[src/rtl/psum_acc_sched_if.sv]
// psum_acc_sched_if
//   Bundles the signals between the partial-sum accumulator/scheduler and
//   the blocks around it: the conv layer controller (cfg/start), the
//   operand source (src_stall), the 4-lane adder tree (iss_*/add_*), and
//   the post-processing stage (out_*).
//   slave  : the psum_acc_sched side.
//   master : the environment side (controller, adder tree, downstream).
//   Lane sums and output words are signed two's complement.
interface psum_acc_sched_if #(
   parameter int IN_W  = 22,
   parameter int ACC_W = 28
);
   logic                    cfg_start;
   logic [7:0]              cfg_num_tiles;
   logic [15:0]             cfg_num_pix;
   logic                    src_stall;
   logic                    iss_vld;
   logic                    iss_bias_en;
   logic [7:0]              iss_tile;
   logic [15:0]             iss_pix;
   logic                    add_vld;
   logic signed [IN_W-1:0]  add_sum0;
   logic signed [IN_W-1:0]  add_sum1;
   logic signed [IN_W-1:0]  add_sum2;
   logic signed [IN_W-1:0]  add_sum3;
   logic                    out_vld;
   logic                    out_rdy;
   logic signed [ACC_W-1:0] out_data0;
   logic signed [ACC_W-1:0] out_data1;
   logic signed [ACC_W-1:0] out_data2;
   logic signed [ACC_W-1:0] out_data3;
   logic                    busy;
   logic                    done;
   logic [1:0]              dbg_state;   // FSM state: 0 IDLE, 1 RUN, 2 DRAIN, 3 DONE

   modport slave (
      input  cfg_start, cfg_num_tiles, cfg_num_pix, src_stall,
      input  add_vld, add_sum0, add_sum1, add_sum2, add_sum3, out_rdy,
      output iss_vld, iss_bias_en, iss_tile, iss_pix,
      output out_vld, out_data0, out_data1, out_data2, out_data3,
      output busy, done, dbg_state
   );

   modport master (
      output cfg_start, cfg_num_tiles, cfg_num_pix, src_stall,
      output add_vld, add_sum0, add_sum1, add_sum2, add_sum3, out_rdy,
      input  iss_vld, iss_bias_en, iss_tile, iss_pix,
      input  out_vld, out_data0, out_data1, out_data2, out_data3,
      input  busy, done, dbg_state
   );
endinterface

[src/rtl/psum_acc_sched.sv]
// psum_acc_sched
//   Walks the input-channel tiles of every output pixel, issuing one tile per
//   cycle to a 4-lane adder tree (bias added on tile 0 only), accumulates the
//   returned lane sums into four saturating signed accumulators, and queues
//   each finished pixel in a small output FIFO.
// Ports
//   clk, rstn : clock, asynchronous active-low reset
//   bus       : psum_acc_sched_if.slave
//     cfg_start/cfg_num_tiles/cfg_num_pix : job launch (sampled only in IDLE)
//     src_stall                           : operands not ready, hold issue
//     iss_vld/iss_bias_en/iss_tile/iss_pix: adder-tree issue
//     add_vld/add_sum0..3                 : adder-tree return
//     out_vld/out_rdy/out_data0..3        : finished pixels
//     busy/done/dbg_state                 : job status and FSM state
// Handshake: a pixel leaves the FIFO on every cycle with out_vld && out_rdy.
//   out_vld stays high and out_data stays unchanged until that happens.
module psum_acc_sched #(
   parameter int IN_W     = 22,
   parameter int ACC_W    = 28,
   parameter int TREE_LAT = 2,
   parameter int OFIFO_D  = 2
) (
   input logic             clk,
   input logic             rstn,
   psum_acc_sched_if.slave bus
);
   localparam int PW = (OFIFO_D > 1) ? $clog2(OFIFO_D) : 1;
   // Wide enough for FIFO occupancy plus pixels in flight (up to 2*OFIFO_D).
   localparam int CW = $clog2(OFIFO_D) + 2;
   localparam logic [ACC_W-1:0] ACC_MAX = {1'b0, {(ACC_W-1){1'b1}}};
   localparam logic [ACC_W-1:0] ACC_MIN = {1'b1, {(ACC_W-1){1'b0}}};

   typedef enum logic [1:0] {
      S_IDLE  = 2'd0,
      S_RUN   = 2'd1,
      S_DRAIN = 2'd2,
      S_DONE  = 2'd3
   } state_t;

   state_t              state_q, state_d;
   logic [7:0]          ntiles_q, tile_q;
   logic [15:0]         npix_q, pix_q;
   logic [TREE_LAT-1:0] vld_sr_q, first_sr_q, last_sr_q;
   logic [ACC_W-1:0]    acc_q  [4];
   logic [ACC_W-1:0]    acc_nx [4];
   logic [ACC_W-1:0]    mem_q  [OFIFO_D][4];
   logic [PW-1:0]       wr_ptr_q, rd_ptr_q;
   logic [CW-1:0]       cnt_q, infl_q;
   logic [IN_W-1:0]     sum_in [4];
   logic last_tile, last_pix, credit_ok, iss_fire;
   logic tag_vld, tag_first, tag_last, ret_fire, push, pop;

   assign sum_in[0] = bus.add_sum0;
   assign sum_in[1] = bus.add_sum1;
   assign sum_in[2] = bus.add_sum2;
   assign sum_in[3] = bus.add_sum3;

   assign last_tile = (tile_q == ntiles_q - 8'd1);
   assign last_pix  = (pix_q == npix_q - 16'd1);
   // Only the closing tile of a pixel needs a FIFO slot reserved; earlier
   // tiles never push, so they may issue even when the FIFO is full.
   assign credit_ok = !last_tile || ((cnt_q + infl_q) < CW'(OFIFO_D));
   assign iss_fire  = (state_q == S_RUN) && !bus.src_stall && credit_ok;

   // Tags leave the delay line in the same cycle the tree result arrives.
   assign tag_vld   = vld_sr_q[TREE_LAT-1];
   assign tag_first = first_sr_q[TREE_LAT-1];
   assign tag_last  = last_sr_q[TREE_LAT-1];
   assign ret_fire  = bus.add_vld && tag_vld;
   assign push      = ret_fire && tag_last;
   assign pop       = (cnt_q != '0) && bus.out_rdy;

   always_comb begin
      state_d = state_q;
      case (state_q)
         S_IDLE:  if (bus.cfg_start) state_d = (bus.cfg_num_pix == 16'd0) ? S_DONE : S_RUN;
         S_RUN:   if (iss_fire && last_tile && last_pix) state_d = S_DRAIN;
         S_DRAIN: if (vld_sr_q == '0 && infl_q == '0 && cnt_q == '0) state_d = S_DONE;
         S_DONE:  state_d = S_IDLE;
         default: state_d = S_IDLE;
      endcase
   end

   // Per-lane accumulate: the first tile reloads, later tiles add with
   // saturation one bit wider than the accumulator.
   always_comb begin
      logic [ACC_W-1:0] sx;
      logic [ACC_W:0]   wide;
      sx   = '0;
      wide = '0;
      for (int l = 0; l < 4; l++) begin
         sx   = {{(ACC_W-IN_W){sum_in[l][IN_W-1]}}, sum_in[l]};
         wide = {acc_q[l][ACC_W-1], acc_q[l]} + {sx[ACC_W-1], sx};
         if (tag_first)                       acc_nx[l] = sx;
         else if (wide[ACC_W] != wide[ACC_W-1]) acc_nx[l] = wide[ACC_W] ? ACC_MIN : ACC_MAX;
         else                                 acc_nx[l] = wide[ACC_W-1:0];
      end
   end

   always_ff @(posedge clk or negedge rstn) begin
      if (!rstn) begin
         state_q    <= S_IDLE;
         ntiles_q   <= 8'd1;
         npix_q     <= 16'd0;
         tile_q     <= 8'd0;
         pix_q      <= 16'd0;
         vld_sr_q   <= '0;
         first_sr_q <= '0;
         last_sr_q  <= '0;
         wr_ptr_q   <= '0;
         rd_ptr_q   <= '0;
         cnt_q      <= '0;
         infl_q     <= '0;
         for (int l = 0; l < 4; l++) acc_q[l] <= '0;
         for (int d = 0; d < OFIFO_D; d++)
            for (int l = 0; l < 4; l++) mem_q[d][l] <= '0;
      end else begin
         state_q <= state_d;

         if (state_q == S_IDLE && bus.cfg_start) begin
            ntiles_q <= (bus.cfg_num_tiles == 8'd0) ? 8'd1 : bus.cfg_num_tiles;
            npix_q   <= bus.cfg_num_pix;
            tile_q   <= 8'd0;
            pix_q    <= 16'd0;
         end else if (iss_fire) begin
            if (last_tile) begin
               tile_q <= 8'd0;
               pix_q  <= last_pix ? 16'd0 : pix_q + 16'd1;
            end else begin
               tile_q <= tile_q + 8'd1;
            end
         end

         vld_sr_q[0]   <= iss_fire;
         first_sr_q[0] <= iss_fire && (tile_q == 8'd0);
         last_sr_q[0]  <= iss_fire && last_tile;
         for (int i = 1; i < TREE_LAT; i++) begin
            vld_sr_q[i]   <= vld_sr_q[i-1];
            first_sr_q[i] <= first_sr_q[i-1];
            last_sr_q[i]  <= last_sr_q[i-1];
         end

         if (ret_fire) begin
            for (int l = 0; l < 4; l++) acc_q[l] <= acc_nx[l];
         end

         if (push) begin
            for (int l = 0; l < 4; l++) mem_q[wr_ptr_q][l] <= acc_nx[l];
            wr_ptr_q <= wr_ptr_q + PW'(1);
         end
         if (pop) rd_ptr_q <= rd_ptr_q + PW'(1);
         cnt_q <= cnt_q + CW'(push) - CW'(pop);

         // A pixel stops being "in flight" when its closing tag leaves the
         // delay line, which is also when its FIFO push happens.
         infl_q <= infl_q + CW'(iss_fire && last_tile) - CW'(tag_vld && tag_last);
      end
   end

   assign bus.iss_vld     = iss_fire;
   assign bus.iss_bias_en = iss_fire && (tile_q == 8'd0);
   assign bus.iss_tile    = tile_q;
   assign bus.iss_pix     = pix_q;
   assign bus.out_vld     = (cnt_q != '0);
   assign bus.out_data0   = mem_q[rd_ptr_q][0];
   assign bus.out_data1   = mem_q[rd_ptr_q][1];
   assign bus.out_data2   = mem_q[rd_ptr_q][2];
   assign bus.out_data3   = mem_q[rd_ptr_q][3];
   assign bus.busy        = (state_q == S_RUN) || (state_q == S_DRAIN);
   assign bus.done        = (state_q == S_DONE);
   assign bus.dbg_state   = state_q;
endmodule

[src/flat_wrapper.sv]
// flat-port wrapper written by rule: the top's interface ports become plain ports
module psum_acc_sched_flat 
#(
   parameter int IN_W     = 22,
   parameter int ACC_W    = 28,
   parameter int TREE_LAT = 2,
   parameter int OFIFO_D  = 2
)
  (clk, rstn, bus_cfg_start, bus_cfg_num_tiles, bus_cfg_num_pix, bus_src_stall, bus_add_vld, bus_add_sum0, bus_add_sum1, bus_add_sum2, bus_add_sum3, bus_out_rdy, bus_iss_vld, bus_iss_bias_en, bus_iss_tile, bus_iss_pix, bus_out_vld, bus_out_data0, bus_out_data1, bus_out_data2, bus_out_data3, bus_busy, bus_done, bus_dbg_state);
  psum_acc_sched_if #(.IN_W(IN_W), .ACC_W(ACC_W)) bus_i ();
  input logic clk;
  input logic rstn;
  input wire logic [$bits(bus_i.cfg_start)-1:0] bus_cfg_start;
  input wire logic [$bits(bus_i.cfg_num_tiles)-1:0] bus_cfg_num_tiles;
  input wire logic [$bits(bus_i.cfg_num_pix)-1:0] bus_cfg_num_pix;
  input wire logic [$bits(bus_i.src_stall)-1:0] bus_src_stall;
  input wire logic [$bits(bus_i.add_vld)-1:0] bus_add_vld;
  input wire logic [$bits(bus_i.add_sum0)-1:0] bus_add_sum0;
  input wire logic [$bits(bus_i.add_sum1)-1:0] bus_add_sum1;
  input wire logic [$bits(bus_i.add_sum2)-1:0] bus_add_sum2;
  input wire logic [$bits(bus_i.add_sum3)-1:0] bus_add_sum3;
  input wire logic [$bits(bus_i.out_rdy)-1:0] bus_out_rdy;
  output wire logic [$bits(bus_i.iss_vld)-1:0] bus_iss_vld;
  output wire logic [$bits(bus_i.iss_bias_en)-1:0] bus_iss_bias_en;
  output wire logic [$bits(bus_i.iss_tile)-1:0] bus_iss_tile;
  output wire logic [$bits(bus_i.iss_pix)-1:0] bus_iss_pix;
  output wire logic [$bits(bus_i.out_vld)-1:0] bus_out_vld;
  output wire logic [$bits(bus_i.out_data0)-1:0] bus_out_data0;
  output wire logic [$bits(bus_i.out_data1)-1:0] bus_out_data1;
  output wire logic [$bits(bus_i.out_data2)-1:0] bus_out_data2;
  output wire logic [$bits(bus_i.out_data3)-1:0] bus_out_data3;
  output wire logic [$bits(bus_i.busy)-1:0] bus_busy;
  output wire logic [$bits(bus_i.done)-1:0] bus_done;
  output wire logic [$bits(bus_i.dbg_state)-1:0] bus_dbg_state;
  assign bus_i.cfg_start = bus_cfg_start;
  assign bus_i.cfg_num_tiles = bus_cfg_num_tiles;
  assign bus_i.cfg_num_pix = bus_cfg_num_pix;
  assign bus_i.src_stall = bus_src_stall;
  assign bus_i.add_vld = bus_add_vld;
  assign bus_i.add_sum0 = bus_add_sum0;
  assign bus_i.add_sum1 = bus_add_sum1;
  assign bus_i.add_sum2 = bus_add_sum2;
  assign bus_i.add_sum3 = bus_add_sum3;
  assign bus_i.out_rdy = bus_out_rdy;
  assign bus_iss_vld = bus_i.iss_vld;
  assign bus_iss_bias_en = bus_i.iss_bias_en;
  assign bus_iss_tile = bus_i.iss_tile;
  assign bus_iss_pix = bus_i.iss_pix;
  assign bus_out_vld = bus_i.out_vld;
  assign bus_out_data0 = bus_i.out_data0;
  assign bus_out_data1 = bus_i.out_data1;
  assign bus_out_data2 = bus_i.out_data2;
  assign bus_out_data3 = bus_i.out_data3;
  assign bus_busy = bus_i.busy;
  assign bus_done = bus_i.done;
  assign bus_dbg_state = bus_i.dbg_state;
  psum_acc_sched #(.IN_W(IN_W), .ACC_W(ACC_W), .TREE_LAT(TREE_LAT), .OFIFO_D(OFIFO_D)) u_core (.clk(clk), .rstn(rstn), .bus(bus_i));
endmodule
[config.mk]
export PLATFORM = sky130hd
export DESIGN_NAME = psum_acc_sched_flat
export DESIGN_NICKNAME = d
export VERILOG_FILES = /design/src/rtl/psum_acc_sched_if.sv /design/src/rtl/psum_acc_sched.sv /design/src/flat_wrapper.sv
export SDC_FILE = /design/constraint.sdc
export NUM_CORES = 1
export LEC_CHECK = 0
export ABC_AREA = 1
export BUFFER_PORTS_ARGS = -buffer_cell sky130_fd_sc_hd__buf_2
export CAP_MARGIN = 20
export CELL_PAD_IN_SITES_DETAIL_PLACEMENT = 1
export CELL_PAD_IN_SITES_GLOBAL_PLACEMENT = 2
export CORE_UTILIZATION = 37
export CTS_CLUSTER_SIZE = 40
export DETAILED_ROUTE_END_ITERATION = 8
export GPL_TIMING_DRIVEN = 0
export PLACE_DENSITY = 0.85
export SKIP_CTS_REPAIR_TIMING = 1
export SKIP_LAST_GASP = 1
export SYNTH_ARGS = -nofsm -noshare
export SYNTH_HDL_FRONTEND = slang
export SYNTH_SLANG_ARGS = --single-unit
[constraint.sdc]
create_clock -name clk -period 8.4 [get_ports clk]
set_clock_uncertainty 0.05 [all_clocks]
set_input_delay 1.26 -clock clk [delete_from_list [all_inputs] [get_ports clk]]
set_output_delay 1.26 -clock clk [all_outputs]
set_load 0.01 [all_outputs]
# ---- Word-level counts from Yosys, hierarchy flattened
# Cells that the tools add are included.
dict set report word_totals {
  regBits 400
  input_bits 118
  output_inout_bits 143
  wordCells 126
}
dict set report classes {
  addsub 15
  n_lt_le_gt_ge 4
  eq_ne 12
  mux 40
  n_bitwise 2
  reduce_logical 29
}
# cell count
set ops {}
lappend ops {{$bwmux 224} 4}
lappend ops {{$demux 112 s1} 4}
lappend ops {{$mux 112} 4}
lappend ops {{$mux 28} 13}
lappend ops {{$add 28x22->29} 4}
lappend ops {{$mux 84} 1}
lappend ops {{$mux 16} 4}
lappend ops {{$mux 56} 1}
lappend ops {{$mux 8} 4}
lappend ops {{$add 16x1->16 const B} 1}
lappend ops {{$eq 16x16->1} 1}
lappend ops {{$logic_not 16->1} 1}
lappend ops {{$logic_not 8->1} 2}
lappend ops {{$sub 16x1->16 const B} 1}
lappend ops {{$logic_and 1x1->1} 13}
lappend ops {{$add 8x1->8 const B} 1}
lappend ops {{$eq 8x8->1} 1}
lappend ops {{$mux 2} 4}
lappend ops {{$pmux 2 s4} 1}
lappend ops {{$sub 8x1->8 const B} 1}
lappend ops {{$add 3x1->3} 2}
lappend ops {{$logic_not 3->1} 2}
lappend ops {{$sub 3x1->3} 2}
lappend ops {{$eq 2x2->1 const B} 2}
lappend ops {{other kinds (17)} 28}

# ---- Depth between registers and ports, before layout
# Gate-level depths: netlist of the first run.
dict set report depth {
  depth_word 9
  mapped_depth 22
  depth_no_buf 20
}

# ---- Least setup slack after synthesis of the first run
# No wires, ideal clock.
dict set report synth_path {
  path_type {input-to-reg}
  from {input port bus_add_sum3[0]}
  to {register, netlist name u_core.mem_q[114]}
  setup_ps 120
  arrival_ps 3878
  required_time_ps 8230
  slack_ps 4352
  stages 22
  path_buffers 2
  cell_sequence {ha_1 -> inv_1 -> fa_1 -> inv_1 -> nand3_1 -> nand3_1 -> nand2_1 -> nand3_1 -> nand3_1 -> nand2_1 -> nand2_1 -> nand2_1 -> inv_1 -> ha_1 -> buf_2 -> inv_1 -> clkbuf_1 -> o21ai_0 -> nand3_1 -> nand3_1 -> o21ai_0 -> inv_1}
}
dict set report synth_between {
  elab_chain_len 5
  word_cells_on_any_way 6
  cone_classes {add/sub (1); eq/ne (1); mux (4)}
}
# item line
set synth_lines {}
lappend synth_lines {{start, declared} flat_wrapper.sv:21} ;# input wire logic [$bits(bus_i.add_sum3)-1:0] bus_add_sum3;
lappend synth_lines {{$add 28x22->29 (*)} psum_acc_sched.sv:93} ;# wide = {acc_q[l][ACC_W-1], acc_q[l]} + {sx[ACC_W-1], sx};
lappend synth_lines {{$mux 28 / $ne 1x1->1 (equally long branches)} psum_acc_sched.sv:95} ;# else if (wide[ACC_W] != wide[ACC_W-1]) acc_nx[l] = wide[ACC_W] ? ACC_MIN : ACC_MAX;
lappend synth_lines {{$mux 28 (*)} psum_acc_sched.sv:95}
lappend synth_lines {{$mux 28 (*)} psum_acc_sched.sv:94} ;# if (tag_first) acc_nx[l] = sx;
lappend synth_lines {{$bwmux 224 (*)} psum_acc_sched.sv:148} ;# for (int l = 0; l < 4; l++) mem_q[wr_ptr_q][l] <= acc_nx[l];
# Every way passes the cells marked *; elsewhere a longest branch is shown, timed or not.
# A chain may end at the register's enable or synchronous reset.

# ---- Worst setup path after layout of the first run
dict set report layout_path {
  from {register u_core.rd_ptr_q}
  to {output port bus_out_data0[22]}
}
dict set report layout_between {
  elab_chain_len 4
}
# item line
set layout_lines {}
lappend layout_lines {{start, declared} psum_acc_sched.sv:47} ;# logic [PW-1:0] wr_ptr_q, rd_ptr_q;
lappend layout_lines {{start signal, assigned} psum_acc_sched.sv:151} ;# if (pop) rd_ptr_q <= rd_ptr_q + PW'(1);
lappend layout_lines {{$not 1->2 (not written as such)} psum_acc_sched.sv:165} ;# assign bus.out_data0 = mem_q[rd_ptr_q][0];
lappend layout_lines {{$mux 112 (not written as such) (3 in series)} psum_acc_sched.sv:165}
lappend layout_lines {{end, declared} flat_wrapper.sv:28} ;# output wire logic [$bits(bus_i.out_data0)-1:0] bus_out_data0;
# Every way passes these cells. The select of a mux whose other input is x is not followed.

==> qor.yml, run 1 <==
clock_network:
  cts_buffer_depth: 3
  clk_pin_slew_worst_paths_ns: 0.06
  root_buffer: "clkbuf_16"
  cts-buffers-inserted: 49
  cts_tree: "done"
  cts_sinks: 400
  htreeDepth: 2
  clock_latency_ns: 0.62
worst_setup_path:
  r2r_start: "u_core.acc_q[8]$_DFFE_PN0P_"
  critPathMostFrequentCell: "clkbuf_1"
  crit_chain: "clkbuf_1 -> clkbuf_1 -> clkbuf_1 -> nand2_1 -> nand2_1 -> buf_2"
  critPathSlowestCell: "clkbuf_1"
  timing.rr.end: "u_core.mem_q[20]$_DFFE_PN0P_"
  critPathLaunchType: "flop"
  required_ns: 7.09
  r2r_setup_slack_ns: 4.15
  crit_start: "u_core.rd_ptr_q$_DFFE_PN0P_"
  crit_fanout: 10
  worstSetupPathType: "flop to output port"
  reg2regPathDepth: 19
  cp.arrival_ns: 3.44
  cp-end-kind: "output port"
  cpPeakStageDelay_ns: 0.68
floorplan:
  start_util_pct: 37.57
  io_pins: 261
  coreArea_um2: 73210
  num_rows: 99
  die_h_um: 274.7
  dieWidth_um: 274.7
  die_area_um2: 75440
logic_synthesis:
  ys_seq_area_share_pct: 36.39
  synth_area_per_cell_um2: 6.768
  ys.warnings.count: 0
  synthTopCellsByArea: "dfrtp_1, nand2_1, nand3_1"
  ys_types: 55
  yosys_register_bits: 400
  yosysTopAreaCell: "dfrtp_1"
  synth_edf_count: 0
  yosysTopAreaCellShare_pct: 36.30
  ys.flop_type: "dfrtp_1"
  async_flop_share_pct: 100.0
  synth_area_um2: 27510
  syn_nets: 4317
  synthCells: 4064
routing:
  first_pass_iters: 7
  vias: 27450
  ant_nets: 0
  via_per_inst: 5.099
  wirelength_um: 100000
  drc: 28
  wl_per_cell_um: 18.58
  first_iter_violations: 1611
pwr:
  p_leak_nw: 18.46
  ir_worst_vdd_v: 0.0001526
  power_density_nw_per_um2: 152.8
place:
  place_ws_ns: 3.085
  dpl.hpwl_um: 78240
  dp_cells: 5287
  io_buffer_count: 260
  gp_congestion: 0.9144
global_route:
  grt_max_degree: 114
  busiest_layer: "met2"
  met3_usage_pct: 4.015
  grt_pass1_vias: 28360
  grt_pass1_wl_um: 157200
  grt_use_total_pct: 26.65
  use_met1_pct: 35.51
  grt_overflow: 0
  antenna_found_initial: 9
  grt.met2_usage_pct: 44.32
outcome:
  status: "finished with violations"
  violations: "DRC"
sta:
  rsz0062_at_grt: "false"
  worstMarginPinSlew_ns: 1.092
  setup_violations: 0
  slew_headroom_pct: 27.20
  fmax_ghz: 0.2107
  finalHoldViolCount: 0
  final_max_slew_viol_count: 0
  holdWs_ns: 0.2986
  fin_ws_ns: 3.654
  fin_crit_sh_pct: 56.50
  fin_crit_ns: 4.746
cells_and_area:
  drive_gt1_share_pct: 12.44
  finalNonFillerCells: 5383
  final_net_count: 4633
  areaGrowthSynthToFinish_pct: 15.42
  layout_commonest_cell: "nand2_1"
  final_cell_mix: "nand2_1, nand3_1, dfrtp_1, inv_1, buf_2"
worst_hold_path:
  hold_class: "flop to flop"
  whs_path_depth: 0
  hold_start: "u_core.first_sr_q[0]$_DFF_PN0_"
  holdPathEnd: "u_core.first_sr_q[1]$_DFF_PN0_"
run:
  maxCapViolCount: 0
## cells in the mapped netlist, types with 52 or more instances
cell type,number
or2_2,75
nand2_1,1707
a21oi_1,109
ha_1,128
nor2_1,249
nand4_1,52
o21ai_0,111
nand3_1,417
dfrtp_1,399
xor2_1,78
inv_1,337
clkbuf_1,90
## kinds of logic (layout without fill, tap and decap cells)
group / Yosys count / count (layout) / share of synthesized area [%]
xor+xnor: 107 / 107 / 3.457
simple gates: 2635 / 2635 / 40.49
flops: 400 / 400 / 36.39
compound gates: 302 / 302 / 6.145
fa+ha+maj: 135 / 135 / 6.332
mux: 1 / 1 / 0.03639
buf+inv: 484 / 840 / 7.146
other cells: 0 / 4 / 0
## worst max-delay path: cells and delay by family (launching register included)
kind | cells | cell delay (ns)
buffers and inverters | 4 | 2.10
AND/OR/NAND/NOR | 2 | 0.37
flip-flops | 1 | 0.32
## where the power goes
| part | internal, mW | switching, mW | total (mW) |
|---|---|---|---|
| Combinational | 0.172 | 0.567 | 0.739 |
| Clock | 1.25 | 0.913 | 2.16 |
| Sequential | 1.94 | 0.0102 | 1.95 |
| Total | 3.36 | 1.49 | 4.85 |
## per-layer routing
metal  vias to the layer above  part of all wire, %
li1                      13550                    -
met1                     13300                   46
met2                       447                   47
met3                       142                  4.4
met4                         6                  3.1
met5                         -                0.033
## worst max path at each step
stage          slack [ns]  cells after the start                       endpoint
4_1_cts              3.61                      6              bus_out_data0[22]
3_3_place_gp        -2.57                      1   u_core.mem_q[40]$_DFFE_PN0P_
6_report             3.65                      6              bus_out_data0[22]
3_5_place_dp         3.08                     23   u_core.mem_q[20]$_DFFE_PN0P_
5_1_grt              3.44                     20   u_core.mem_q[20]$_DFFE_PN0P_
2_1_floorplan        4.35                     22  u_core.mem_q[114]$_DFFE_PN0P_
## per-stage QoR
step	utilization (%)	TNS, ns	power [mW]	cell area [µm²]
global placement	40.99	-989.09	2.711	30010
finish	43.37	0	4.851	31750
CTS	43.34	0	4.918	31730
global route	43.36	0	5.039	31740
floorplan	-	0	2.362	27510
detailed placement	41.14	0	2.734	30120
## state kept, by name, indices dropped and copies added, names as in the netlist
signal                cells
u_core.mem_q            224
u_core.last_sr_q          2
u_core.acc_q            112
u_core.bus.dbg_state      2
u_core.rd_ptr_q           1
u_core.infl_q             3
u_core.cnt_q              3
u_core.bus.iss_pix       16
u_core.npix_q            16
u_core.bus.iss_tile       8
u_core.wr_ptr_q           1
u_core.ntiles_q           8
u_core.first_sr_q         2
u_core.vld_sr_q           2
## area by class of cell
cell class | instances | area, µm²
Fill cell | 9609 | 41460
Multi-Input combinational cell | 3180 | 15530
Sequential cell | 400 | 10010
Clock buffer | 72 | 1444
Timing Repair Buffer | 265 | 1420
Inverter | 346 | 1304
Tap cell | 959 | 1200
Buffer | 138 | 661.9
Clock inverter | 19 | 163.9
Antenna cell | 4 | 10.01
Note: power is estimated with default switching activity, not from simulation.
==> run 2: changes to the inputs <==
--- a/config.mk
+++ b/config.mk
@@ -10,11 +10,11 @@
 export CAP_MARGIN = 20
 export CELL_PAD_IN_SITES_DETAIL_PLACEMENT = 1
 export CELL_PAD_IN_SITES_GLOBAL_PLACEMENT = 2
-export CORE_UTILIZATION = 37
+export CORE_UTILIZATION = 34
 export CTS_CLUSTER_SIZE = 40
 export DETAILED_ROUTE_END_ITERATION = 8
 export GPL_TIMING_DRIVEN = 0
-export PLACE_DENSITY = 0.85
+export PLACE_DENSITY = 0.78
 export SKIP_CTS_REPAIR_TIMING = 1
 export SKIP_LAST_GASP = 1
 export SYNTH_ARGS = -nofsm -noshare
==> constraint.sdc (replaced) <==
create_clock -name clk -period 4.4 [get_ports clk]
set_clock_uncertainty 0.05 [all_clocks]
set_input_delay 0.66 -clock clk [delete_from_list [all_inputs] [get_ports clk]]
set_output_delay 0.66 -clock clk [all_outputs]
set_load 0.01 [all_outputs]
==> qor.yml, run 2 (synthesis gave the netlist of run 1 again) <==
routing:
  wl_per_cell_um: 18.76  # +0.98%
  first_pass_iters: 5  # -2
  via_per_inst: 4.979  # -2.3%
  drc: 0  # -100%
  first_iter_violations: 1398  # -13%
  vias: 27240  # -0.75%
  wirelength_um: 102600  # +2.6%
  ant_nets: 0  # unchanged
floorplan:
  die_area_um2: 82040  # +8.8%
  dieWidth_um: 286.4  # +4.3%
  num_rows: 103  # +4.0%
  start_util_pct: 34.59  # -3.0 points
  coreArea_um2: 79520  # +8.6%
  die_h_um: 286.4  # +4.3%
  io_pins: 261  # unchanged
cells_and_area:
  finalNonFillerCells: 5471  # +1.6%
  final_cell_mix: "nand2_1, nand3_1, dfrtp_1, inv_1, buf_2"
  seqCellArea_um2: 10010  # unchanged
  largest_register: "u_core.mem_q"
  areaGrowthSynthToFinish_pct: 16.00
  final_net_count: 4635  # +0.043%
  drive_gt1_share_pct: 12.51  # +0.068 points
  top_regs: "u_core.mem_q x224, u_core.acc_q x112"
  multi_input_area_um2: 15530  # unchanged
  fin_area_um2: 31910  # +0.51%
  layout_commonest_cell: "nand2_1"
  n_fill_cell: 10330  # +7.5%
  largest_reg_flops: 224  # unchanged
sta:
  worstMarginPinSlew_ns: 1.118  # +0.02615 ns
  slew_headroom_pct: 25.45  # -1.7 points
  fin_ws_ns: 0.2498  # -3.404 ns
  finalHoldViolCount: 0  # unchanged
  holdWs_ns: 0.2037  # -0.09487 ns
  setup_violations: 0  # unchanged
  fin_crit_sh_pct: 94.32
  rsz0062_at_grt: "false"
  fmax_ghz: 0.2410
  final_max_slew_viol_count: 0  # unchanged
  fin_crit_ns: 4.150
global_route:
  grt_pass1_wl_um: 160700  # +2.2%
  grt_overflow: 0  # unchanged
  grt_use_total_pct: 25.09  # -1.6 points
  antenna_found_initial: 7  # -2
  grt_pass1_vias: 28190  # -0.61%
  grt_max_degree: 90  # -21%
place:
  dp_cells: 5379  # +1.7%
  gp_congestion: 0.8828  # -3.5%
  place_area_um2: 30260  # +0.47%
  dpl.hpwl_um: 81610  # +4.3%
  place_ws_ns: -0.3700  # -3.455 ns
  io_buffer_count: 260  # unchanged
outcome:
  status: "finished clean"
worst_setup_path:
  cp.arrival_ns: 3.44  # about the same
  critPathLaunchType: "flop"
  cp-end-kind: "output port"
  worstSetupPathType: "flop to output port"
  crit_fanout: 10  # unchanged
  required_ns: 3.69  # -3.40 ns
pwr:
  power_density_nw_per_um2: 291.7  # +91%
  p_leak_nw: 18.48  # about the same
  ir_worst_vdd_v: 0.0002666  # +75%
  p_total_mw: 9.306  # +92%
run:
  maxCapViolCount: 0  # unchanged
clock_network:
  clock_latency_ns: 0.61  # about the same
  cts_sinks: 400  # unchanged
  htreeDepth: 2  # unchanged
  cts-buffers-inserted: 50  # +2.0%
  cts_buffer_depth: 3  # unchanged
  root_buffer: "clkbuf_16"
  cts_tree: "done"
  clk_pin_slew_worst_paths_ns: 0.06  # about the same
worst_hold_path:
  hold_class: "input port to flop"
run 2: changes by cell type in the layout (fill, tap and decap cells not counted), moves of 3 or more:
cell | before | now
clkbuf_2 | 0 | 3
clkinv_2 | 14 | 9
clkinvlp_4 | 0 | 3
diode_2 | 4 | 1
clkbuf_1 | 101 | 97
run 2: final cells by class:
type	instances	share of cell area, %
Sequential cell	400	31.37
Multi-Input combinational cell	3180	48.68
Antenna cell	1	0.007843
Tap cell	1050	4.117
Clock buffer	73	4.635
Timing Repair Buffer	266	4.533
Buffer	138	2.086
Inverter	346	4.086
Clock inverter	17	0.4823
run 2: power by group:
| group | internal, mW | total (mW) | switching, mW |
|---|---|---|---|
| Sequential | 3.70 | 3.72 | 0.0186 |
| Clock | 2.44 | 4.19 | 1.75 |
| Combinational | 0.318 | 1.40 | 1.08 |
| Total | 6.46 | 9.31 | 2.85 |
run 2: metrics by stage:
| step | TNS (ns) | utilization (%) |
|---|---|---|
| global route | 0 | 40.13 |
| detailed placement | -13.62 | 38.06 |
| floorplan | 0 | - |
| CTS | 0 | 40.11 |
| finish | 0 | 40.13 |
| global placement | -2406.52 | 37.88 |
run 2: worst max-delay path, cell delays in order, from the launching register on:
cell and delay, ns:
dfrtp_1 0.36, clkbuf_1 0.35, inv_1 0.37, clkbuf_2 0.59
clkbuf_1 0.63, nand2_1 0.11, nand2_1 0.22, buf_2 0.18
run 2: final timing paths:
| path | start | endpoint | slack, ns | cells after the start |
|---|---|---|---|---|
| worst max-delay path | u_core.rd_ptr_q$_DFFE_PN0P_ | bus_out_data2[27] | 0.25 | 7 |
| worst min-delay path | bus_cfg_num_pix[14] | u_core.npix_q[14]$_DFFE_PN0P_ | 0.20 | 3 |
| worst max register to register | u_core.acc_q[8]$_DFFE_PN0P_ | u_core.mem_q[20]$_DFFE_PN0P_ | 0.37 | 19 |
| worst min register to register | u_core.first_sr_q[0]$_DFF_PN0_ | u_core.first_sr_q[1]$_DFF_PN0_ | 0.30 | 0 |
| max in group asynchronous | rstn | u_core.mem_q[151]$_DFFE_PN0P_ | 2.43 | 4 |
| min in group asynchronous | rstn | u_core.mem_q[120]$_DFFE_PN0P_ | 0.52 | 2 |
run 2: metal layers:
layer | GRT usage (%) | share of wire [%] | vias to the layer above
met2 | 42.20 | 47 | 449
met4 | 7.353 | 3.0 | 6
met1 | 33.44 | 46 | 13100
met3 | 3.291 | 4.1 | 136
li1 | - | - | 13560
met5 | 0 | 0.037 | -
